**src/rtl/clock_disp_pkg.sv**
```systemverilog
// ============================================================================
// clock_disp_pkg: shared constants and helpers for the HH.MM.SS scan display.
// Revision: 1.0
// ============================================================================
`default_nettype none

package clock_disp_pkg;

   localparam int NUM_DIGITS = 6;

   localparam logic [6:0] SEG_DASH = 7'h40;
   localparam logic [6:0] SEG_OFF  = 7'h00;

   // Active-high g..a patterns for decimal digits 0-9
   localparam logic [6:0] SEG_DIGIT [10] = '{
      7'h3F, 7'h06, 7'h5B, 7'h4F, 7'h66,
      7'h6D, 7'h7D, 7'h07, 7'h7F, 7'h6F
   };

   typedef enum logic [1:0] {
      FIELD_SEC = 2'd0,
      FIELD_MIN = 2'd1,
      FIELD_HR  = 2'd2
   } field_e;

   typedef struct packed {
      field_e fld;
      logic   tens;
   } digit_map_t;

   // Index pairs walk sec, min, hr; odd indices select the tens digit
   function automatic digit_map_t digit_map(input logic [2:0] idx);
      digit_map_t m;
      case (idx[2:1])
         2'd0:    m.fld = FIELD_SEC;
         2'd1:    m.fld = FIELD_MIN;
         default: m.fld = FIELD_HR;
      endcase
      m.tens = idx[0];
      return m;
   endfunction

   // Returns {tens[2:0], ones[3:0]} for 0..63 using compares, shifts and adds
   function automatic logic [6:0] bin2bcd(input logic [5:0] v);
      logic [2:0] t;
      logic [3:0] o;
      if      (v >= 6'd60) t = 3'd6;
      else if (v >= 6'd50) t = 3'd5;
      else if (v >= 6'd40) t = 3'd4;
      else if (v >= 6'd30) t = 3'd3;
      else if (v >= 6'd20) t = 3'd2;
      else if (v >= 6'd10) t = 3'd1;
      else                 t = 3'd0;
      o = v[3:0] - ({t[0], 3'b000} + {t, 1'b0});
      return {t, o};
   endfunction

endpackage

`default_nettype wire

```
**src/rtl/seg7_decoder.sv**
```systemverilog
// ============================================================================
// seg7_decoder: BCD digit (or dash) to active-high g..a segment pattern.
// Revision: 1.0
// ============================================================================
`default_nettype none

module seg7_decoder
   import clock_disp_pkg::*;
(
   input  logic [3:0] bcd_i,
   input  logic       dash_i,
   output logic [6:0] seg_o
);

   always_comb begin
      seg_o = SEG_OFF;
      if (dash_i)
         seg_o = SEG_DASH;
      else if (bcd_i <= 4'd9)
         seg_o = SEG_DIGIT[bcd_i];
   end

endmodule

`default_nettype wire

```
**src/rtl/clock_display_scan.sv**
```systemverilog
// ============================================================================
// clock_display_scan: six-digit multiplexed HH.MM.SS driver with per-frame snapshot.
// Revision: 1.0
// ============================================================================
`default_nettype none

module clock_display_scan
   import clock_disp_pkg::*;
#(
   parameter int SCAN_DIV   = 50000,
   parameter int ACTIVE_LOW = 1
) (
   input  logic       clk,
   input  logic       rst,
   input  logic [5:0] sec,
   input  logic [5:0] min,
   input  logic [4:0] hr,
   output logic [5:0] an,
   output logic [6:0] seg,
   output logic       dp,
   output logic       frame_start
);

   localparam int               DIV_W    = (SCAN_DIV > 2) ? $clog2(SCAN_DIV) : 1;
   localparam logic [DIV_W-1:0] DIV_LAST = DIV_W'(SCAN_DIV - 1);
   localparam logic [2:0]       IDX_LAST = 3'(NUM_DIGITS - 1);
   localparam logic             POL      = (ACTIVE_LOW != 0);

   logic [DIV_W-1:0] div_q, div_d;
   logic [2:0]       idx_q, idx_d;
   logic [5:0]       sec_q, min_q;
   logic [4:0]       hr_q;
   logic             wrap_q;
   logic [5:0]       an_q;
   logic [6:0]       seg_q;
   logic             dp_q;
   logic             frame_start_q;

   logic             tc;
   logic             wrap;
   digit_map_t       dmap;
   logic [5:0]       val;
   logic [6:0]       bcd;
   logic [3:0]       digit;
   logic             oor;
   logic             dp_log;
   logic [5:0]       an_log;
   logic [6:0]       seg_log;

   always_comb begin
      tc    = (div_q == DIV_LAST);
      wrap  = tc && (idx_q == IDX_LAST);
      div_d = tc ? '0 : div_q + DIV_W'(1);
      idx_d = idx_q;
      if (tc)
         idx_d = wrap ? 3'd0 : idx_q + 3'd1;

      dmap = digit_map(idx_q);
      case (dmap.fld)
         FIELD_SEC: val = sec_q;
         FIELD_MIN: val = min_q;
         default:   val = {1'b0, hr_q};
      endcase
      bcd   = bin2bcd(val);
      digit = dmap.tens ? {1'b0, bcd[6:4]} : bcd[3:0];

      // Any field out of range blanks the whole frame to dashes
      oor    = (sec_q > 6'd59) || (min_q > 6'd59) || (hr_q > 5'd23);
      dp_log = !oor && ((idx_q == 3'd2) || (idx_q == 3'd4));
      an_log = 6'd1 << idx_q;
   end

   seg7_decoder u_seg7_decoder (
      .bcd_i  (digit),
      .dash_i (oor),
      .seg_o  (seg_log)
   );

   always_ff @(posedge clk) begin
      if (rst) begin
         div_q         <= '0;
         idx_q         <= 3'd0;
         sec_q         <= 6'd0;
         min_q         <= 6'd0;
         hr_q          <= 5'd0;
         wrap_q        <= 1'b0;
         frame_start_q <= 1'b0;
         an_q          <= {6{POL}};
         seg_q         <= SEG_OFF ^ {7{POL}};
         dp_q          <= POL;
      end else begin
         div_q <= div_d;
         idx_q <= idx_d;
         if (wrap) begin
            sec_q <= sec;
            min_q <= min;
            hr_q  <= hr;
         end
         // Delayed by one so the pulse lines up with digit 0 appearing on an
         wrap_q        <= wrap;
         frame_start_q <= wrap_q;
         an_q          <= an_log ^ {6{POL}};
         seg_q         <= seg_log ^ {7{POL}};
         dp_q          <= dp_log ^ POL;
      end
   end

   assign an          = an_q;
   assign seg         = seg_q;
   assign dp          = dp_q;
   assign frame_start = frame_start_q;

endmodule

`default_nettype wire

```
**config.mk**
```make
export PLATFORM = sky130hd
export DESIGN_NAME = clock_display_scan
export DESIGN_NICKNAME = d
export VERILOG_FILES = /design/src/rtl/clock_disp_pkg.sv /design/src/rtl/seg7_decoder.sv /design/src/rtl/clock_display_scan.sv
export SDC_FILE = /design/constraint.sdc
export NUM_CORES = 1
export LEC_CHECK = 0
export ABC_AREA = 1
export CORE_MARGIN = 2
export CORE_UTILIZATION = 56
export CTS_CLUSTER_DIAMETER = 200
export CTS_CLUSTER_SIZE = 25
export DETAILED_ROUTE_END_ITERATION = 8
export PLACE_DENSITY = 0.79
export SLEW_MARGIN = 40
export SYNTH_ARGS = -nofsm -noshare
export SYNTH_HDL_FRONTEND = slang
export SYNTH_SLANG_ARGS = --single-unit
```
**constraint.sdc**
```tcl
create_clock -name clk -period 7.2 [get_ports clk]
set_input_delay 1.44 -clock clk [delete_from_list [all_inputs] [get_ports clk]]
set_output_delay 1.44 -clock clk [all_outputs]
set_load 0.02 [all_outputs]
```
Word-level counts from Yosys, hierarchy flattened --
Memory sizes are Yosys's and may differ from the RTL's. Cells that the tools add are included. W data, S select, Z words.
Word-level totals: flip-flop bits (word level) 52, memory bits (read-only) 112, input bits 19, output and inout port bits 15, word-level logic and storage cells 60, memories kept 1
Operators by class: add/sub/neg operators 4, $lt $le $gt $ge 11, equality and inequality tests 6, shifts and indexed selects 1, muxes and demuxes 14, bitwise logic cells 4, reductions and logical operators 9
Memories:
- (no name shown) | words 16, bits a word 7, rd ports 1, clocked after Yosys merged registers in 0, write ports 0, line seg7_decoder.sv:20 | seg_o = SEG_DIGIT[bcd_i];
Operators by type and width (count):
- $mux W7 | 4
- $ge A6 B6 Y1 const B | 3
- $add A16 B1 Y16 const B | 1
- $eq A16 B16 Y1 const B | 1
- $ge A6 B5 Y1 const B | 2
- $gt A6 B6 Y1 const B | 2
- $mux W3 | 4
- $pmux W6 S2 | 1
- $not A7 Y7 | 1
- $eq A3 B3 Y1 const B | 2
- $ge A6 B4 Y1 const B | 1
- $not A6 Y6 | 1
- $shl A1 B3 Y6 const A | 1
- $ge A5 B5 Y1 const B | 1
- $gt A5 B5 Y1 const B | 1
- $not A4 Y5 | 1
- $add A4 B4 Y4 | 1
- $eq A2 B1 Y1 const B | 2
- $le A4 B4 Y1 const B | 1
- $logic_not A2 Y1 | 2
- $mux W2 | 2
- $mux W4 | 1
- $pmux W2 S2 | 1
- $sub A4 B4 Y4 | 1
- other kinds (8) | 11

Logic depth before layout (Yosys ltp) --
word-level depth 21, gate-level depth with buffers 22, mapped depth without buffers 21

By module --
From an unflattened synthesis, not the netlist that was laid out.
Unflattened totals: cell total of the unflattened synthesis 379, area, all modules 2638.8 um2
By module, submodules not included:
- clock_display_scan | instances 1, cells an instance 340, area each 2436.1 um2, seq. area each 1041.0 um2
- seg7_decoder | instances 1, cells an instance 39, area each 202.7 um2, seq. area each 0.0 um2

Worst setup path before layout --
Ideal clock, no wire load.
path type register -> register, start register idx_q[1], end register seg_q[6], in the netlist seg[6], library setup time 122 ps, data arrival time 2380 ps, data required time 7078 ps, slack 4698 ps, stages on the path, launching flop included 22, path buffers 0, clock period less this slack 2502 ps, path through dfxtp_1 inv_1 nand2_1 nor2_1 nor2_2 nand3_1 nand3_2 nand2_1 nand2_1 inv_1 ha_1 nand2_1 nand2_1 inv_1 ha_1 or2_2 nand2_1 inv_1 nand2_1 nand2_1 nand2_1 nand2_1
On the way: longest elaborated chain between the ends 21, elaborated cells between the ends (all ways) 29, those cells by class add/sub (2); order compare (7); eq/ne (2); mux (13); bitwise (2); reduce/logical (2); memory (1)
Ends and longest elaborated chain:
- from (decl) | line clock_display_scan.sv:30 | logic [2:0] idx_q, idx_d;
- from (signal assigned) | line clock_display_scan.sv:93 | idx_q <= idx_d;
- $eq A2 B1 Y1 / $logic_not A2 Y1 (equally long branches) | line clock_disp_pkg.sv:34 | case (idx[2:1])
- $pmux W2 S2 (*) | line clock_disp_pkg.sv:34
- $eq A2 B1 Y1 / $logic_not A2 Y1 (equally long branches) | line clock_display_scan.sv:59 | case (dmap.fld)
- $pmux W6 S2 (*) | line clock_display_scan.sv:59
- $ge A6 B4 Y1 | line clock_disp_pkg.sv:52 | else if (v >= 6'd10) t = 3'd1;
- $mux W1 | line clock_disp_pkg.sv:52
- $mux W2 | line clock_disp_pkg.sv:51 | else if (v >= 6'd20) t = 3'd2;
- $mux W2 | line clock_disp_pkg.sv:50 | else if (v >= 6'd30) t = 3'd3;
- [4 not listed]
- $sub A4 B4 Y4 | line clock_disp_pkg.sv:54 | o = v[3:0] - ({t[0], 3'b000} + {t, 1'b0});
- $mux W4 (*) | line clock_display_scan.sv:65 | digit = dmap.tens ? {1'b0, bcd[6:4]} : bcd[3:0];
- $not A4 Y5 (not written as such) | line seg7_decoder.sv:20
- $mem_v2 Z16 W7
- $mux W7 (not written as such) (2 in series) | line seg7_decoder.sv:20
- $mux W7 (*) | line seg7_decoder.sv:19 | else if (bcd_i <= 4'd9)
- $mux W7 (*) | line seg7_decoder.sv:17 | if (dash_i)
- $not A7 Y7 (no line) (*)
- to (signal assigned) | line clock_display_scan.sv:89 | seg_q <= SEG_OFF ^ {7{POL}};
- to (signal assigned) | line clock_display_scan.sv:103 | seg_q <= seg_log ^ {7{POL}};
- to (decl) | line clock_display_scan.sv:35 | logic [6:0] seg_q;
Every way passes the cells marked *; elsewhere a longest branch is shown, timed or not. The select of a mux whose other input is x is not followed. A chain may end at the register's enable or synchronous reset.

Worst setup path in the final report --
start input rst, end register div_q[11]
On the way: longest elaborated chain between the ends 1
Ends and longest elaborated chain:
- from (decl) | line clock_display_scan.sv:14 | input logic rst,
- $reduce_or A2 Y1 (no line)
- to (signal assigned) | line clock_display_scan.sv:92 | div_q <= div_d;
- to (decl) | line clock_display_scan.sv:29 | logic [DIV_W-1:0] div_q, div_d;
Every way passes these cells.

==> flow_summary_export.csv <==
group,metric,value,unit
outcome,run_status,"completed",
clock_tree,ctsHoldBuffers,0,
clock_tree,cts.reportedPaths.clkPinSlew,90,ps
cells_and_area,drive_gt1_frac,0.109,
cells_and_area,areaGrowthSynthToFinish,18.5,%
setup_path,crit_arrival,3440,ps
clock_tree,clockBufferDepth,2,
clock_tree,clock_latency,300,ps
logic_synthesis,syn_area,2670,um2
clock_tree,post_cts_resized,0,
power,pwr-share-clk,0.417,
floorplanning,start_util,0.572,
timing,fin_crit,3250,ps
detailed_routing,vias,2262,
detailed_routing,drc,0,
run,drv_cap,0,
clock_tree,cts_num_sinks,52,
detailed_routing,via_per_inst,5.15,
power,worst_ir_drop_vdd,122,uV
logic_synthesis,synth_edf_count,0,
global_routing,gr-total-overflow,0,
timing,tightest_slew,576,ps
cells_and_area,finalNetCount,418,
floorplanning,die_h,73,um
floorplanning,pin_count,34,
global_routing,first_global_vias,2080,
logic_synthesis,yosys_register_bits,52,
logic_synthesis,yosysTopAreaCell,"dfxtp_1",
setup_path,criticalPathCategory,"in -> reg",
setup_path,crit_fanout,17,
timing,fin_tns_setup,0,ps
timing,report.final.slew_viol_count,0,
place,dp.cells,432,
power,p_per_area,172,nW/um2
logic_synthesis,synth_common_cells,"nand2_1, dfxtp_1, inv_1, nor2_1, nand3_1",
timing,setup_viol,0,
timing,maxSlewHeadroom,0.615,
floorplanning,die_w,73,um
setup_path,critPathSlowestCell,"clkdlybuf4s50_1",
timing,rsz0062_at_grt,"false",
logic_synthesis,synthCells,351,
logic_synthesis,yosysTopAreaCellShare,0.390,
power,p_total,0.544,mW
power,p_sw,0.103,mW
timing,timing_hold_violations_final,0,
timing,finalCritPeriodShare,0.452,
logic_synthesis,yosys.cell_count.top_type,"nand2_1",
global_routing,grt_max_degree,27,
place,portBuffers,33,
setup_path,cpLargestDelayFamily,"buffers and inverters",
detailed_routing,drt_iter0_drc,99,
logic_synthesis,yosys_warnings,0,
cells_and_area,final_cells,439,
setup_path,cp-end-kind,"flop",
place,gp_congestion,0.828,
timing,fmax,0.308,GHz
logic_synthesis,synthFlopType,"dfxtp_1",
power,swShare,0.189,
power,seqPwrFrac,0.537,
global_routing,grt_pass1_wl,8920,um
global_routing,track_usage,0.213,
setup_path,path_cells,"clkdlybuf4s50_1, inv_1, nand2_1, a2111oi_0",
power,p_leak,1.34,nW
clock_tree,cts_setup_buffers,0,
hold_path,hp-class,"reg -> reg",
logic_synthesis,yosysSeqAreaShare,0.390,
clock_tree,root_buffer,"clkbuf_8",
detailed_routing,final_antenna_net_count,0,
clock_tree,h-tree-depth,2,
detailed_routing,routed_wl,5100,um
logic_synthesis,synth_cell_type_count,42,
floorplanning,dieArea,5330,um2
setup_path,start_kind,"input pin",
place,post-dp-hpwl,3910,um
global_routing,antenna_found_initial,0,
detailed_routing,wire_per_inst,11.6,um
setup_path,critPathBufInv,2,
clock_tree,cts_tree,"built",
power,combinationalPowerShare,0.046,
setup_path,slowest_delay,700,ps
setup_path,required,7390,ps
logic_synthesis,synth_area_leaders,"dfxtp_1, nand2_1, ha_1, inv_1, nor2_1",
logic_synthesis,async_flop_share,0,
logic_synthesis,synth_nets,384,
power,p_int,0.442,mW
timing,finClkSkew,12.2,ps
clock_tree,numCtsBuffers,5,
detailed_routing,dr.pass1.iters,4,
cells_and_area,diodes,0,
logic_synthesis,avgSynthCellArea,7.60,um2
floorplanning,core-area,4660,um2
floorplanning,row_count,25,
## power groups by stage
| stage | Clock [mW] | Sequential (mW) | Combinational, mW |
|---|---|---|---|
| detailed placement | 0 | 0.299 | 0.0249 |
| floorplan | 0 | 0.302 | 0.00678 |
| global route | 0.244 | 0.293 | 0.0279 |
| finish | 0.227 | 0.292 | 0.0249 |
| global placement | 0 | 0.299 | 0.0245 |
| CTS | 0.233 | 0.292 | 0.0251 |
## worst reg2reg max path, stage by stage, from the launching register on
cell	delay [ps]
dfxtp_1	610
inv_4	130
nand3_1	110
nand3_1	150
nand2_2	140
nor2_2	50
nor2_2	140
nand2_4	80
nand2_1	90
inv_1	50
ha_1	260
nand2_1	60
nand2_1	150
inv_1	80
ha_1	170
or2_2	300
nand2_1	70
inv_1	40
nand2_1	40
nand2_1	50
nand2_1	50
nand2_1	60
## metrics by stage
stage | instance area [um2] | utilization | hold slack [ps] | setup slack (ps)
2_1_floorplan | 2670 | - | 388 | 4700
3_3_place_gp | 3030 | 0.650 | 410 | 3720
3_5_place_dp | 3030 | 0.650 | 410 | 3670
4_1_cts | 3160 | 0.678 | 427 | 3950
5_1_grt | 3160 | 0.678 | 454 | 3660
6_report | 3160 | 0.678 | 429 | 3950
## worst paths after layout
kind | from | endpoint | slack [ps] | cells after the start
worst max-delay path | rst | div_q[11]$_SDFF_PP0_ | 3950 | 4
worst min-delay path | wrap_q$_SDFF_PP0_ | frame_start$_SDFF_PP0_ | 430 | 2
worst max register to register | idx_q[2]$_SDFFE_PP0P_ | seg[6]$_SDFF_PP1_ | 4210 | 21
worst min register to register | wrap_q$_SDFF_PP0_ | frame_start$_SDFF_PP0_ | 430 | 2
## kinds of logic (layout without fill, tap and decap cells)
group	count (synthesis)	count (layout)	synth area share
DFF	52	52	0.390
and+or+nand+nor	183	183	0.343
AOI/OAI and AO/OA	45	45	0.113
xor gates and xnor gates	2	2	0.00657
adders and majority gates	14	14	0.0657
buffers and inverters	55	89	0.0821
## layout by cell type, fill, tap and decap left out, drive strengths merged
cell type / Yosys / layout
a2111oi: 1 / 1
a211oi: 11 / 11
a21oi: 11 / 11
a31oi: 1 / 1
a41oi: 1 / 1
and3: 1 / 1
bufinv: 0 / 2
clkbuf: 3 / 5
clkdlybuf4s50: 0 / 33
clkinv: 2 / 2
dfxtp: 52 / 52
ha: 14 / 14
inv: 47 / 47
nand2: 77 / 77
nand3: 30 / 30
nand3b: 1 / 1
nand4: 5 / 5
nor2: 51 / 51
nor3: 8 / 8
nor3b: 3 / 3
nor4: 2 / 2
o211ai: 2 / 2
o21a: 1 / 1
o21ai: 15 / 15
o221ai: 1 / 1
o22ai: 1 / 1
or2: 5 / 5
xnor2: 1 / 1
xor2: 1 / 1
## final cells by class
class	count	area [um2]
inverters	49	186
flip-flops and latches	52	1040
clock buffers	5	68.8
clock inverters	2	60.1
fillers	416	1500
multi-input cells	244	1410
repair buffers	33	330
well taps	54	67.6
## metal layers
metal	vias to the layer above	global-route usage	part of all wire
met5	-	0	0
met4	0	0.0700	0.015
met3	6	0.0414	0.035
met2	43	0.336	0.44
met1	1011	0.291	0.51
li1	1202	-	-
## flip-flops by register name, summed over array words and instances (netlist names)
| signal | count |
|---|---|
| frame_start | 1 |
| div_q | 16 |
| wrap_q | 1 |
| idx_q | 3 |
| sec_q | 6 |
| an | 6 |
| hr_q | 5 |
| min_q | 6 |
| seg | 7 |
| dp | 1 |
(Power assumes the default switching activity.)
